$ cat config.mk
export PLATFORM = sky130hd
export DESIGN_NAME = sr_latch_bank
export DESIGN_NICKNAME = d
export VERILOG_FILES = /design/src/rtl/sr_latch_bank.sv
export SDC_FILE = /design/constraint.sdc
export NUM_CORES = 1
export LEC_CHECK = 0
export CORE_MARGIN = 4
export CORE_UTILIZATION = 28
export DETAILED_ROUTE_END_ITERATION = 8
export PLACE_DENSITY_LB_ADDON = 0.15
export SLEW_MARGIN = 10
export SYNTH_ARGS = -nofsm -noshare
export SYNTH_HDL_FRONTEND = slang
export SYNTH_SLANG_ARGS = --single-unit
$ cat constraint.sdc
create_clock -name clk_i -period 5.02 [get_ports clk_i]
set_input_delay 1.004 -clock clk_i [delete_from_list [all_inputs] [get_ports clk_i]]
set_output_delay 1.004 -clock clk_i [all_outputs]
set_load 0.05 [all_outputs]
$ cat src/rtl/sr_latch_bank.sv
// sr_latch_bank: clocked bank of WIDTH set/reset latches with a programmable settle delay.
// A rising edge on enable_i starts a sample; after SETTLE_CYCLES clocks every channel
// updates from s_i/r_i if enable_i is still high (update pulse), otherwise the sample is
// dropped (abort pulse). Simultaneous s=r=1 is resolved by CONFLICT_MODE.
// Optional feature: define SR_LATCH_BANK_STATS_EN to add a saturating conflict counter.
module sr_latch_bank #(
  parameter int unsigned WIDTH         = 4,
  parameter int unsigned SETTLE_CYCLES = 10,
  parameter int unsigned CONFLICT_MODE = 0
) (
  input  logic             clk_i,
  input  logic             rst_ni,
  input  logic             enable_i,
  input  logic [WIDTH-1:0] s_i,
  input  logic [WIDTH-1:0] r_i,
  output logic [WIDTH-1:0] q_o,
  output logic [WIDTH-1:0] qb_o,
  output logic             busy_o,
  output logic             update_o,
  output logic             abort_o,
  output logic [WIDTH-1:0] conflict_o
`ifdef SR_LATCH_BANK_STATS_EN
  ,
  output logic [7:0]       conflict_count_o
`endif
);

  localparam bit        ZeroSettle = (SETTLE_CYCLES == 0);
  // Counter preload; unused when the delay is zero.
  localparam logic [7:0] CntLoad   = ZeroSettle ? 8'd0 : 8'(SETTLE_CYCLES - 1);

  typedef enum logic [0:0] {StIdle, StSettle} state_e;

  state_e           state_q;
  logic [7:0]       cnt_q;
  logic             en_q;
  logic             busy_q;
  logic             update_q;
  logic             abort_q;
  logic [WIDTH-1:0] q_q;
  logic [WIDTH-1:0] q_d;
  logic [WIDTH-1:0] conflict_q;
  logic [WIDTH-1:0] hits;
  logic             rise;
  logic             sample;

  // Edge detect, sample-point decode and per-channel next latch value.
  always_comb begin
    rise   = enable_i & ~en_q;
    hits   = s_i & r_i;
    sample = 1'b0;
    unique case (state_q)
      StIdle:   sample = rise & ZeroSettle;
      StSettle: sample = (cnt_q == 8'd0);
      default:  sample = 1'b0;
    endcase
    q_d = q_q;
    for (int i = 0; i < WIDTH; i++) begin
      case ({s_i[i], r_i[i]})
        2'b10:   q_d[i] = 1'b1;
        2'b01:   q_d[i] = 1'b0;
        2'b11: begin
          if (CONFLICT_MODE == 1)      q_d[i] = 1'b1;
          else if (CONFLICT_MODE == 2) q_d[i] = 1'b0;
          else                         q_d[i] = q_q[i];
        end
        default: q_d[i] = q_q[i];
      endcase
    end
  end

  // Settle FSM with registered latch state and status pulses.
  always_ff @(posedge clk_i or negedge rst_ni) begin
    if (!rst_ni) begin
      state_q    <= StIdle;
      cnt_q      <= 8'd0;
      en_q       <= 1'b0;
      busy_q     <= 1'b0;
      update_q   <= 1'b0;
      abort_q    <= 1'b0;
      q_q        <= '0;
      conflict_q <= '0;
    end else begin
      en_q     <= enable_i;
      update_q <= 1'b0;
      abort_q  <= 1'b0;
      if (sample) begin
        if (enable_i) begin
          q_q        <= q_d;
          conflict_q <= hits;
          update_q   <= 1'b1;
        end else begin
          abort_q <= 1'b1;
        end
      end
      unique case (state_q)
        StIdle: begin
          if (rise && !ZeroSettle) begin
            cnt_q   <= CntLoad;
            busy_q  <= 1'b1;
            state_q <= StSettle;
          end
        end
        StSettle: begin
          // Edges on enable_i are ignored here; the delay never restarts.
          if (cnt_q != 8'd0) begin
            cnt_q <= cnt_q - 8'd1;
          end else begin
            busy_q  <= 1'b0;
            state_q <= StIdle;
          end
        end
        default: state_q <= StIdle;
      endcase
    end
  end

`ifdef SR_LATCH_BANK_STATS_EN
  logic [7:0] conflict_count_q;

  // Saturating count of completed samples that saw any s=r=1 channel.
  always_ff @(posedge clk_i or negedge rst_ni) begin
    if (!rst_ni) begin
      conflict_count_q <= 8'd0;
    end else if (sample && enable_i && (|hits) && (conflict_count_q != 8'hFF)) begin
      conflict_count_q <= conflict_count_q + 8'd1;
    end
  end

  assign conflict_count_o = conflict_count_q;
`endif

  assign q_o        = q_q;
  assign qb_o       = ~q_q;
  assign busy_o     = busy_q;
  assign update_o   = update_q;
  assign abort_o    = abort_q;
  assign conflict_o = conflict_q;

endmodule
==> key figures <==
Floorplanning
  – Die Y: 71.5 um
  – Area of the die: 5110 um^2
  – IO Pins: 26
  – Core ar.: ~3800 um^2
  – FP Rows: 22
  – Die Width: 71.5 um
  – Initial Utilization: between 20 and 30%

Timing
  – Fin crit share: between 50% and 60%
  – Highest clock rate: between 300 and 400 MHz
  – Post-route minimum period: 2550 ps
  – Worst slew pin tran: around 1000 ps
  – Hold Vio Cnt, Final: 0
  – Clock Skew: approximately 4.0 ps
  – Final setup vio count: 0
  – Setup TNS: 0 ps
  – Max Slew Vio Count: 0
  – RSZ-0062 raised after global routing: no
  – Slew headroom: 33.2%

Synth
  – Synth top area cells: dfrtp_1 (47%), ha_1 (11%), mux2i_1 (8.0%)
  – Sequential area share after synthesis: 46.6%
  – Yosys reg bits: 21
  – Yosys cell types: 26
  – Count leader, synth: dfrtp_1
  – Synth warnings: 0
  – Post-Syn Nets: 115
  – Yosys top cell area share: between 40% and 50%
  – Post-synth EDFFs: 0
  – Mapped Cells: 94
  – Post-synth top area cell: dfrtp_1
  – Synth Flop Type: dfrtp_1
  – Async set-reset flop share out of synthesis: 100%
  – Mapped Avg Cell Area: ~12 um^2
  – Top cells by count, synth: dfrtp_1 (21), inv_1 (12), ha_1 (10)
  – Cell Area, Synth: around 1100 um^2

Hold path
  – Hold path depth: 1
  – Tightest Hold Check Type: register to register
  – Hold Path Origin: busy_o$_DFFE_PN0P_
  – WHS Endpoint: busy_o$_DFFE_PN0P_

Place
  – Inst Count DP: 166
  – Final GP Congestion: between 0.7 and 0.8
  – Detailed placer's ending HPWL: between 1500 and 2000 um
  – Port bufs: 25

Clocking
  – Clock Pin Slew Worst Setup and Hold Paths: 80 ps
  – Root buffer cell: clkbuf_8
  – Post-cts resize count: 0
  – # Post-CTS Setup Buffers: 0
  – Htree depth: 1
  – Clock Latency Late Sink: 260 ps
  – TritonCTS clock tree: built
  – Num CTS Buffers: 3
  – Clock Path Buffers: 2
  – Cts hold-fix bufs: 0
  – CTS sink count: 21

Setup path
  – Beginning of the critical path: q_o[3]$_DFFE_PN0P_
  – Cell chain of the critical path: inv_1 -> clkdlybuf4s50_1
  – Crit path max fanout: 2
  – CP bufs+invs: 2
  – CP required: approximately 4000 ps
  – Reg2reg path depth: 5
  – Top Family by Delay on Critical Path: buffers and inverters
  – Worst R2R Start: cnt_q[0]$_DFFE_PN0P_
  – CP max stage cell: clkdlybuf4s50_1
  – Reg-to-Reg End: conflict_o[1]$_DFFE_PN0P_
  – Max incr delay on CP: roughly 800 ps
  – Crit end category: primary output
  – CP arrival: around 1500 ps
  – Reg2reg setup slack: roughly 3100 ps
  – Worst Setup Start Kind: register
  – Setup CP Type: register to primary output

Route
  – DRT Wirelength: 2290 um
  – Vias: slightly below 800
  – Iter 0 DRT Violations: 19
  – Via density: between 4 and 5
  – DRC: 0
  – Drt first pass iters: 4
  – Post-DRT Antenna Nets: 0
  – Routed length per instance: 13.5 um

Global route
  – Grt total ovfl: 0
  – Initial antenna violation count: 0
  – Global-route wire length before repair: about 4000 um
  – GRT Total Usage: under 10%
  – Vias in the first global route: 858
  – Largest net degree at the start of global routing: 22

Layout
  – Antenna Diode Count: 0
  – Non-Filler Instances: 170
  – Share of cells above drive strength 1: between 10% and 20%
  – Nets: 144
  – Area Growth Syn to Fin: 31.5%

Run status
  – Status: finished, final reports clean

Power
  – VDD IR max: approximately 200 uV
  – Pleak: ~0.71 nW
  – Pwr dens: roughly 460 nW/um^2

Flow run
  – Max-capacitance violation count: 0
## per-stage QoR
stage               instance area, um^2  utilization (%)  total power (W)  hold WS, ps  setup WS [ps]
global placement                   1430             38.0         0.000574          489           2500
floorplan                          1130                -         0.000491          469           3060
detailed placement                 1430             38.0         0.000579          483           2460
finish                             1480             39.3         0.000689          503           2470
CTS                                1480             39.3         0.000700          509           2450
global route                       1480             39.3         0.000740          522           2420
## worst register-to-register path, delay by kind of cell (launching register included)
kind | cells | cell delay, ps
and+or+nand+nor | 2 | 790
DFF | 1 | 420
muxes | 1 | 330
adders and majority gates | 1 | 200
buffers and inverters | 1 | 90
## power by group
group	leakage, nW	internal [W]	switching (W)	total, W
combinational	0.442	0.000128	0.000150	0.000279
sequential	0.249	0.000219	0.0000750	0.000294
clock	0.0217	0.0000561	0.0000599	0.000116
total	0.712	0.000403	0.000285	0.000689
## cell usage in the layout (no fill, tap or decap)
cell type	n
clkdlybuf4s50_1	25
dfrtp_1	21
inv_1	12
ha_1	10
mux2i_1	9
nand2_1	8
nor2_1	4
nand4b_1	4
mux2_2	4
clkbuf_8	3
nor4b_4	2
nand3_1	2
o211ai_1	2
o21a_1	2
or3b_2	1
or4b_4	1
o41ai_4	1
nand3_2	1
or2_2	1
nor4b_1	1
a211o_1	1
nor3b_1	1
a21oi_1	1
nand4bb_1	1
nor4_1	1
and2_1	1
nor3_1	1
clkinvlp_4	1
## cells by family (layout without fill, tap and decap cells)
family | after synthesis | after routing | synth area share (%)
adder cells (fa/ha/maj) | 10 | 10 | 11.1
flip-flops | 21 | 21 | 46.6
AO/OA/AOI/OAI | 7 | 7 | 6.33
AND/OR/NAND/NOR | 30 | 30 | 19.6
multiplexers | 13 | 13 | 12.0
buffers and inverters | 13 | 41 | 4.33
## layer usage
metal | global-route usage [%] | share of wire [%]
met1 | 12.9 | 48
met2 | 15.3 | 46
met3 | 2.10 | 4.0
met4 | 4.38 | 1.5
met5 | 0 | 0
## worst max-delay path by stage
stage | slack, ps | depth (start not counted) | to
detailed placement | 2460 | 4 | cnt_q[1]$_DFFE_PN0P_
CTS | 2450 | 2 | qb_o[1]
global route | 2420 | 2 | qb_o[1]
finish | 2470 | 2 | qb_o[3]
global placement | 2500 | 4 | cnt_q[1]$_DFFE_PN0P_
floorplan | 3060 | 1 | qb_o[0]
## registers in the layout (all words and copies together) (netlist names)
register	cells
update_o	1
en_q	1
state_q	1
busy_o	1
conflict_o	4
cnt_q	8
q_o	4
abort_o	1
## cell type report
type | instances | area [um^2]
Tap cell | 48 | 60.1
Fill cell | 345 | 2290
Sequential cell | 21 | 526
Clock inverter | 1 | 7.51
Multi-Input combinational cell | 60 | 553
Inverter | 12 | 45.0
Timing Repair Buffer | 25 | 250
Clock buffer | 3 | 41.3
Note: power is estimated with default switching activity, not from simulation.
